**config.mk**
```make
export PLATFORM = sky130hd
export DESIGN_NAME = incubator_plant
export DESIGN_NICKNAME = d
export VERILOG_FILES = /design/src/rtl/incubator_plant.sv
export SDC_FILE = /design/constraint.sdc
export NUM_CORES = 1
export LEC_CHECK = 0
export CAP_MARGIN = 20
export CORE_ASPECT_RATIO = 0.8
export CORE_MARGIN = 4
export CORE_UTILIZATION = 51
export CTS_BUF_LIST = sky130_fd_sc_hd__clkbuf_8
export CTS_CLUSTER_SIZE = 24
export DETAILED_ROUTE_END_ITERATION = 8
export GPL_TIMING_DRIVEN = 0
export PLACE_DENSITY_LB_ADDON = 0.05
export SLEW_MARGIN = 20
export SYNTH_ARGS = -nofsm -noshare
export SYNTH_HDL_FRONTEND = slang
export SYNTH_SLANG_ARGS = --single-unit
```
**constraint.sdc**
```tcl
create_clock -name clk -period 4.5 [get_ports clk]
set_input_delay 1.125 -clock clk [delete_from_list [all_inputs] [get_ports clk]]
set_output_delay 1.125 -clock clk [all_outputs]
set_load 0.005 [all_outputs]
```
**src/rtl/incubator_plant.sv**
```systemverilog
// -----------------------------------------------------------------------------
// incubator_plant
// Behavioural thermal plant for the incubator control loop. Takes the
// controller's cooler/heater/fan commands and produces a signed 8-bit
// temperature reading, stepped once every TICK_DIV clocks. A valid/ready load
// port lets a harness overwrite the temperature at any time.
//
// Optional build macro: INCUBATOR_PLANT_NOISE_EN
//   Adds an 8-bit Fibonacci LFSR (taps 8,6,5,4, seed 8'hA5) that jitters the
//   idle drift by +/-1 on step edges. Undefined: fully deterministic.
//
// Ports
//   clk         system clock, rising edge
//   reset       synchronous, active-high
//   cooler      cooler command
//   heater      heater command
//   fan_rps     fan speed, unsigned, sets cooling rate
//   load_valid  harness requests a temperature overwrite
//   load_temp   signed temperature to load
//   load_ready  plant accepts a load this cycle
//   sensor      signed current temperature (registered)
//   tick        one-cycle pulse after each thermal step
//   mode        registered actuator mode
//
// mode  | meaning
// ------+---------------------------------------------
// IDLE  | no actuator, drift one degree toward AMBIENT
// HEAT  | heater on, +HEAT_STEP per step
// COOL  | cooler on, -max(fan_rps>>1, 1) per step
// FAULT | both actuators on, sensor frozen
// -----------------------------------------------------------------------------
module incubator_plant #(
    parameter logic signed [7:0] INIT_TEMP = 8'sd25,
    parameter logic signed [7:0] AMBIENT   = 8'sd20,
    parameter int                TICK_DIV  = 16,
    parameter int                HEAT_STEP = 2
) (
    input  logic              clk,
    input  logic              reset,
    input  logic              cooler,
    input  logic              heater,
    input  logic [3:0]        fan_rps,
    input  logic              load_valid,
    input  logic signed [7:0] load_temp,
    output logic              load_ready,
    output logic signed [7:0] sensor,
    output logic              tick,
    output logic [1:0]        mode
);

    localparam int             PW       = $clog2(TICK_DIV);
    localparam logic [PW-1:0]  PRE_LAST = PW'(TICK_DIV - 1);

    typedef enum logic [1:0] {
        MODE_IDLE  = 2'b00,
        MODE_HEAT  = 2'b01,
        MODE_COOL  = 2'b10,
        MODE_FAULT = 2'b11
    } mode_t;

    mode_t             mode_q;
    mode_t             mode_next;
    logic [PW-1:0]     pre_q;
    logic signed [7:0] sensor_q;
    logic              tick_q;
    logic              ready_q;
    logic              load_fire;
    logic              step_edge;
    logic [3:0]        cool_mag;
    logic signed [9:0] delta;
    logic signed [9:0] sum;
    logic signed [7:0] stepped;

`ifdef INCUBATOR_PLANT_NOISE_EN
    logic [7:0] lfsr_q;
    logic       lfsr_fb;
    assign lfsr_fb = lfsr_q[7] ^ lfsr_q[5] ^ lfsr_q[4] ^ lfsr_q[3];
`endif

    assign load_fire  = load_valid && ready_q;
    // A load on the same edge pre-empts the step entirely.
    assign step_edge  = (pre_q == PRE_LAST) && !load_fire;
    assign load_ready = ready_q;
    assign sensor     = sensor_q;
    assign tick       = tick_q;
    assign mode       = mode_q;

    always_comb begin
        mode_next = MODE_IDLE;
        if (heater && cooler)
            mode_next = MODE_FAULT;
        else if (heater)
            mode_next = MODE_HEAT;
        else if (cooler)
            mode_next = MODE_COOL;
    end

    // Delta uses the registered mode (one-cycle-old commands) but the live
    // fan_rps at the step edge. 10-bit math leaves headroom for saturation.
    always_comb begin
        cool_mag = {1'b0, fan_rps[3:1]};
        if (cool_mag == 4'd0)
            cool_mag = 4'd1;
        delta = '0;
        case (mode_q)
            MODE_HEAT: delta = 10'(HEAT_STEP);
            MODE_COOL: delta = -$signed({6'd0, cool_mag});
            MODE_IDLE: begin
                if (sensor_q < AMBIENT)
                    delta = 10'sd1;
                else if (sensor_q > AMBIENT)
                    delta = -10'sd1;
            end
            default:   delta = '0;
        endcase
`ifdef INCUBATOR_PLANT_NOISE_EN
        if (mode_q == MODE_IDLE && lfsr_q[0])
            delta = delta + (lfsr_q[1] ? 10'sd1 : -10'sd1);
`endif
        sum = {{2{sensor_q[7]}}, sensor_q} + delta;
        if (sum > 10'sd127)
            stepped = 8'sh7F;
        else if (sum < -10'sd128)
            stepped = 8'sh80;
        else
            stepped = sum[7:0];
    end

    always_ff @(posedge clk) begin
        if (reset) begin
            mode_q   <= MODE_IDLE;
            pre_q    <= '0;
            sensor_q <= INIT_TEMP;
            tick_q   <= 1'b0;
            ready_q  <= 1'b0;
`ifdef INCUBATOR_PLANT_NOISE_EN
            lfsr_q   <= 8'hA5;
`endif
        end else begin
            mode_q <= mode_next;
            tick_q <= step_edge;
            if (load_fire) begin
                sensor_q <= load_temp;
                pre_q    <= '0;
                ready_q  <= 1'b0;
            end else begin
                ready_q <= 1'b1;
                if (step_edge) begin
                    pre_q    <= '0;
                    sensor_q <= stepped;
`ifdef INCUBATOR_PLANT_NOISE_EN
                    lfsr_q   <= {lfsr_q[6:0], lfsr_fb};
`endif
                end else begin
                    pre_q <= pre_q + PW'(1);
                end
            end
        end
    end

endmodule

```
## Word-level counts from Yosys, hierarchy flattened

Index checks and enable logic that the tools add are counted.

| cells by class | value |
|---|---|
| add/sub/neg operators | 3 |
| magnitude comparators | 4 |
| eq/ne operators | 3 |
| muxes and demuxes | 12 |
| reductions and logical operators | 8 |

Operators with widths:

| cell | number |
|---|---|
| $mux 8 | 4 |
| $pmux 10 s3 | 1 |
| $mux 10 | 2 |
| $add 10x10->10 | 1 |
| $gt 10x8->1 const B | 1 |
| $lt 10x8->1 const B | 1 |
| $neg 4->10 | 1 |
| $gt 8x6->1 const B | 1 |
| $lt 8x6->1 const B | 1 |
| $mux 2 | 3 |
| $add 4x1->4 const B | 1 |
| $eq 4x4->1 const B | 1 |
| $logic_and 1x1->1 | 3 |
| $logic_not 3->1 | 1 |
| $mux 3 | 1 |
| $reduce_or 3->1 | 1 |
| $eq 2x1->1 const B | 1 |
| $eq 2x2->1 const B | 1 |
| $logic_not 2->1 | 1 |
| $reduce_bool 2->1 | 1 |
| $logic_not 1->1 | 1 |
| $mux 1 | 1 |

| word-level totals | value |
|---|---|
| register bits | 16 |
| bits of input ports | 17 |
| output and inout bits | 12 |
| logic and storage cells | 35 |

## Longest topological paths before layout

Gate-level depths: netlist of run 1.

| depth | value |
|---|---|
| depth in word-level cells | 10 |
| mapped depth | 14 |
| gate-level depth less buffers | 13 |

## Least setup slack after synthesis of run 1

Ideal clock, no wire load.

| path | value |
|---|---|
| path kind | input -> register |
| start | in fan_rps[3] |
| end | reg sensor_q[6], in the netlist sensor[6] |
| library setup time | 103 ps |
| arrival time | 3,636 ps |
| data required time | 4,397 ps |
| path slack | 761 ps |
| stages | 13 |
| buffers on the path | 0 |
| path through | inv_1 > a21oi_1 > ha_1 > ha_1 > inv_1 > a21oi_1 > ha_1 > nor2b_4 > o31a_1 > a31o_1 > nor4_4 > o22ai_1 > a2111oi_2 |

| on the way | value |
|---|---|
| word-level cells in the longest chain between the ends | 10 |

RTL lines:

| what | line | text |
|---|---|---|
| from (decl) | 42 | `input logic [3:0] fan_rps,` |
| $logic_not 3->1 | 102 | `if (cool_mag == 4'd0)` |
| $mux 3 (*) | 102 |  |
| $neg 4->10 (*) | 107 | `MODE_COOL: delta = -$signed({6'd0, cool_mag});` |
| $pmux 10 s3 (*) | 105 | `case (mode_q)` |
| $add 10x10->10 (*) | 120 | `sum = {{2{sensor_q[7]}}, sensor_q} + delta;` |
| $lt 10x8->1 | 123 | `else if (sum < -10'sd128)` |
| $mux 8 | 123 |  |
| $mux 8 (*) | 121 | `if (sum > 10'sd127)` |
| $mux 8 (*) | 148 | `if (step_edge) begin` |
| $mux 8 (*) | 142 | `if (load_fire) begin` |
| to (signal assigned) | 143 | `sensor_q <= load_temp;` |
| to (signal assigned) | 150 | `sensor_q <= stepped;` |
| to (decl) | 64 | `logic signed [7:0] sensor_q;` |

Every way passes the cells marked *; elsewhere a longest branch is shown, timed or not. The select of a mux whose other input is x is not followed.
A chain may end at the register's enable or synchronous reset.

## Worst setup path in the final report of run 1

| path | value |
|---|---|
| start | in fan_rps[3] |
| end | reg sensor_q[1], in the netlist sensor[1] |

Same word-level chain as after synthesis.

==> run metrics, run 1 <==
VDD IR max around 250 uV; vias in the first global route 1177; Worst Path Arrival around 4.3 ns; Tcrit/Tclk final 0.9377; CTS H-Tree Depth 1; total track usage 0.1999; clk_skew approximately 0.0052 ns; finished layout cell area 1614 um^2; Seq/Total Area, Yosys 0.2563; ant diodes 0; Max Clock Freq around 240 MHz; Clock Path Buffers 2; Worst-Margin Slew between 0.4 and 0.5 ns; placed cell areas between 1500 and 2000 um^2; Cell Area, Synth 1250 um^2; CP required between 4 and 5 ns; placed cells just over 200; most frequent cells in the layout clkdlybuf4s50_1, nor2_1, dfxtp_1, o21ai_0, ha_1; Worst setup SP type input pin; Core Rows 15; grt met3 use 0.04506; initial antenna violation count 0; Rel. slew slack 0.6651; die height between 50 and 60 um; Num CTS Buffers 3; Avg Cell Area, Syn between 8 and 9 um^2; # DRC 0; Gates resized, CTS repair 0; Layout fillers 180; Worst Reg-to-Reg Cells 13; drt total wl between 3 and 4 mm; yosys warns 0; Final setup viols 0; Setup Buffers After CTS 0; Clk Latency, worst-skew pair approximately 0.25 ns; initial drt markers 86; WP buf/inv 3; average via count per standard cell 6.033; num ports 29; DR WL/cell 15.15 um; Pwr Density roughly 350 nW/um^2; Worst Hold Launch pre_q[0]; global route overflow 0; CTS tree built; total die area around 3300 um^2; Placer Congestion ~0.9; share of cells above drive strength 1 0.07065; met2 Use GR 0.3380; Post-Layout Cell Count 209; dpl hpwl between 2 and 2.5 mm; Min Clock Period, post-route around 4.2 ns; hold path endpoint pre_q[0]; critical-path maximum fanout 4; CP endpoint kind flip-flop; RR Startpoint sensor[4]; initial core utilization 0.5550; nets 215; area growth from synthesis to layout 29.13%; Hold Crit Class flip-flop to flip-flop; PortBufs 27; crit path kind input pin to flip-flop; setup ws final 0.2806 ns; # hold bufs at CTS 0; post-layout util 0.7167; first-pass GRT wire length around 5.3 mm; vias around 1300; Core ar. around 2300 um^2; Net Count, Synth 183; drt pass-1 iters 4; post-synthesis cell count ~150; Hold Fails Final Rpt 0; Clk pin slew, worst setup/hold paths approximately 0.070 ns; CP delay by family, top compound AO/OA/AOI/OAI gates; pin count of the biggest net entering global routing 11; antenna violation net count after detailed routing 0; Slew Limit Fails 0; GR peak layer met2; CP max stage cell a2111oi_2; outcome completed; max cap viols 0; Yosys cell types 40; Clock Root Buffer clkbuf_8; Yosys reg bits 16; commonest non-fill, non-tap cell in the layout clkdlybuf4s50_1; pre-CTS setup slack -0.009801 ns; Worst R2R End sensor[1]; met1 Use GR 0.2661; Pleak roughly 0.63 nW; Worst Hold Depth 1; R2R setup slack 0.85 ns; Sink Count 16; crit-path cells clkdlybuf4s50_1, inv_1, a21oi_1, ha_1, ha_1, inv_1, a21oi_1, ha_1, nor2b_4, o31a_1, a2111oi_2, o22ai_1, a21oi_2, a2111oi_1; CP dominant cell by count ha_1; max incr delay on CP about 0.54 ns; die width roughly 63 um; unrepaired setup endpoints after global routing no
layer usage:
layer  vias to the layer above  routed length [um]  part of all wire
met4                         0                  16            0.0051
li1                        631                   -                 -
met5                         -                   0                 0
met2                        38                1445              0.46
met1                       590                1542              0.49
met3                         2                 161             0.051
worst register-to-register path: stages (launching register included):
cell and delay, ns:
dfxtp_1 0.41, nor4b_1 0.27, nand2_1 0.09, nor4b_1 0.34, o21bai_1 0.18, inv_1 0.08, o21a_1 0.17, ha_1 0.30
a211oi_1 0.33, o21ai_1 0.20, o31ai_1 0.47, o22ai_1 0.25, a21oi_2 0.31, a2111oi_1 0.12
registers in the layout, indices dropped and copies added, names as in the netlist:
name	count
load_ready	1
mode	2
pre_q	4
sensor	8
tick	1
synthesized netlist by cell type (all sizes together):
cell / number / share of area
a2111oi: 4 / 0.040
a211oi: 4 / 0.024
a21o: 4 / 0.024
a21oi: 13 / 0.052
a221oi: 1 / 0.0070
a22oi: 2 / 0.012
a31o: 1 / 0.0070
a31oi: 1 / 0.0050
a41oi: 1 / 0.022
and2: 3 / 0.015
and3: 3 / 0.015
buf: 1 / 0.0040
clkbuf: 2 / 0.0060
dfxtp: 16 / 0.26
fa: 1 / 0.016
ha: 12 / 0.12
inv: 10 / 0.030
nand2: 7 / 0.021
nand2b: 2 / 0.010
nand3: 5 / 0.020
nand4: 1 / 0.0050
nor2: 18 / 0.054
nor2b: 3 / 0.021
nor3: 1 / 0.0040
nor4: 1 / 0.017
nor4b: 2 / 0.014
o211ai: 4 / 0.024
o21a: 2 / 0.012
o21ai: 15 / 0.060
o21bai: 2 / 0.012
o22ai: 2 / 0.010
o2bb2ai: 1 / 0.0070
o31a: 1 / 0.0070
o31ai: 1 / 0.0060
or2: 1 / 0.0050
xnor2: 3 / 0.021
xor2: 2 / 0.014
where the power goes:
group | switching, mW | total (mW) | internal (mW)
combinational | 0.147 | 0.271 | 0.123
sequential | 0.0135 | 0.166 | 0.152
clock | 0.0492 | 0.127 | 0.0776
logic make-up (layout without fill, tap and decap cells):
logic type	count (synthesis)	count (layout)	synth area share
XOR/XNOR	5	5	0.03504
AO/OA/AOI/OAI	59	59	0.3313
buffers and inverters	13	44	0.04004
AND/OR/NAND/NOR	47	47	0.2012
adder cells (fa/ha/maj)	13	13	0.1361
flip-flops	16	16	0.2563
how the worst max path moves through the flow:
stage,endpoint,from,slack [ns],cells after the start
3_3_place_gp,sensor[2],fan_rps[3],0.08,14
6_report,sensor[1],fan_rps[3],0.28,14
5_1_grt,sensor[2],fan_rps[2],0.04,14
2_1_floorplan,sensor[6],fan_rps[3],0.76,13
4_1_cts,sensor[1],fan_rps[3],0.25,14
3_5_place_dp,sensor[1],fan_rps[3],-0.01,14
per-stage QoR:
step	TNS, ns	hold WS, ns	power (mW)
after floorplan	0	0.4175	0.3574
after CTS	0	0.4503	0.5582
final	0	0.4524	0.5630
after global placement	0	0.4274	0.4228
after global routing	0	0.4793	0.6028
after detailed placement	-0.01047	0.4362	0.4319
final cells by class:
cell class                 instances  area (um^2)  area share
multi-input combinational        124        887.1      0.5496
tap                               25        31.28     0.01938
timing repair buffer              27        270.3      0.1674
inverter                          10        37.54     0.02326
sequential                        16        320.3      0.1984
clock buffer                       4        55.05     0.03411
buffer                             3        12.51    0.007752
No activity file was read; power rests on OpenSTA's default activity.
==> inputs of run 2 (changes only) <==
- CORE_UTILIZATION: 51 -> 49
- CTS_BUF_LIST: sky130_fd_sc_hd__clkbuf_8 -> sky130_fd_sc_hd__clkbuf_16
==> run metrics, run 2 (same netlist as run 1, synthesis figures left out) <==
outcome completed; total track usage 0.2000 (about the same); Gates resized, CTS repair 0 (unchanged); pin count of the biggest net entering global routing 11 (unchanged); Worst-Margin Slew 0.5382 ns (+0.04010 ns); global route overflow 0 (unchanged); Final setup viols 0 (unchanged); area growth from synthesis to layout 31.53%; initial drt markers 89 (+3.5%); setup ws final 0.2370 ns (-0.04355 ns); num ports 29 (unchanged); logic gate share of total power 0.437 (-0.043); vias in the first global route 1220 (+3.7%); Num CTS Buffers 3 (unchanged); Clock Root Buffer clkbuf_16; Reg power frac 0.275 (-0.019); Clk pin slew, worst setup/hold paths 0.05 ns (-0.02 ns); drt total wl 3.063 mm (-3.3%); Layout fillers 213 (+18%); Placer Congestion 0.8543 (-2.8%); crit path kind input pin to flip-flop; CP max stage cell a2111oi_2; Setup Total Neg Slack 0 ns (unchanged); # hold bufs at CTS 0 (unchanged); Clock Path Buffers 2 (unchanged); commonest non-fill, non-tap cell in the layout clkdlybuf4s50_1; die width 64.47 um (+1.8%); Hold WS 0.4809 ns (+0.02847 ns); max incr delay on CP 0.53 ns (about the same); switching pwr 0.2117 mW (+0.84%); initial core utilization 0.5118 (-0.04322); Switching Share 0.3502 (-0.02267); Hold Fails Final Rpt 0 (unchanged); clk_skew 0.005712 ns (+0.0004761 ns); Setup crit start fan_rps[3]; Sink Count 16 (unchanged); RR Startpoint sensor[1]; Min Clock Period, post-route 4.263 ns (+0.04355 ns); crit-path cells clkdlybuf4s50_1, inv_1, a21oi_1, ha_1, ha_1, inv_1, a21oi_1, ha_1, nor2b_4, o31a_1, a2111oi_2, o22ai_1, a21oi_1, a2111oi_1; CTS H-Tree Depth 1 (unchanged); CTS tree built; first-pass GRT wire length 5.409 mm (+1.4%); Setup Buffers After CTS 0 (unchanged); Pwr Density 367.7 nW/um^2 (+5.4%); Worst setup SP type input pin; share of cells above drive strength 1 0.05435 (-0.01630); Hold Crit Class flip-flop to flip-flop; DR WL/cell 13.92 um (-8.1%); # DRC 0 (unchanged); dpl hpwl 2.456 mm (-0.71%); CP endpoint kind flip-flop; die height 53.18 um (+1.7%); total die area 3428 um^2 (+3.5%); vias 1222 (-3.1%); VDD IR max 215.7 uV (-15%); Clk Latency, worst-skew pair 0.25 ns (about the same); Worst Path Arrival 4.37 ns (+0.04 ns); antenna violation net count after detailed routing 0 (unchanged); max FFs per register 8 (unchanged); Slew Limit Fails 0 (unchanged); pre-CTS setup slack -0.01162 ns (-0.001821 ns); drt pass-1 iters 4 (unchanged); ant diodes 0 (unchanged); nets 215 (unchanged); initial antenna violation count 0 (unchanged); average via count per standard cell 5.555 (-7.9%); Worst Hold Launch pre_q[0]; unrepaired setup endpoints after global routing no; PortBufs 27 (unchanged); most frequent cells in the layout clkdlybuf4s50_1, nor2_1, dfxtp_1, a21oi_1, o21ai_0; Rel. slew slack 0.6382 (-0.02696); Core Rows 16 (+1); Tcrit/Tclk final 0.9473 (+0.009677); Internal Pwr Total 0.3928 mW (+11%); critical-path maximum fanout 4 (unchanged); Max Clock Freq 234.6 MHz (-1.0%); CP required 4.60 ns (about the same); Core ar. 2442 um^2 (+8.4%); Clock Power Share 0.288 (+0.063); max cap viols 0 (unchanged); Pleak 0.6400 nW (+1.5%)
==> run 2: path summary, 6_finish.rpt <==
kind / end / slack, ns / cells past startpoint
max: sensor[2] / 0.24 / 14
min: pre_q[0] / 0.48 / 1
max reg2reg: sensor[2] / 0.83 / 13
min reg2reg: pre_q[0] / 0.48 / 1
==> run 2: final cells by class <==
type	count	area, um^2	area share
buffer	3	12.51	0.007610
clock buffer	3	75.07	0.04566
clock inverter	1	3.754	0.002283
inverter	10	37.54	0.02283
multi-input combinational	124	879.6	0.5350
sequential	16	320.3	0.1948
tap	36	45.04	0.02740
timing repair buffer	27	270.3	0.1644
==> run 2: metal layers <==
layer,GRT usage,up-vias,wire [um]
li1,-,631,-
met1,0.2615,565,1489
met2,0.3510,26,1444
met3,0.04034,0,129
met4,0.02456,0,0
met5,0,-,0
==> run 2: power by group through the flow <==
stage          Sequential (mW)  Combinational (mW)  Clock, mW
2_1_floorplan            0.166               0.192          0
3_3_place_gp             0.168               0.256          0
3_5_place_dp             0.169               0.261          0
4_1_cts                  0.166               0.263      0.177
5_1_grt                  0.168               0.296      0.186
6_report                 0.166               0.264      0.174
==> run 2: stage by stage <==
step	utilization	total power, mW	instance area [um^2]	cells
final	0.6732	0.6045	1644	220
after global routing	0.6732	0.6495	1644	220
after CTS	0.6732	0.6062	1644	220
after detailed placement	0.6409	0.4302	1565	216
after global placement	0.6409	0.4240	1565	216
after floorplan	-	0.3574	1250	153
==> run 2: critical path, delay by kind of cell <==
family                     cells  cell delay [ns]
adders and majority gates      3             0.74
and+or+nand+nor                1             0.15
AOI/OAI and AO/OA              7             1.78
buffers and inverters          3             0.56
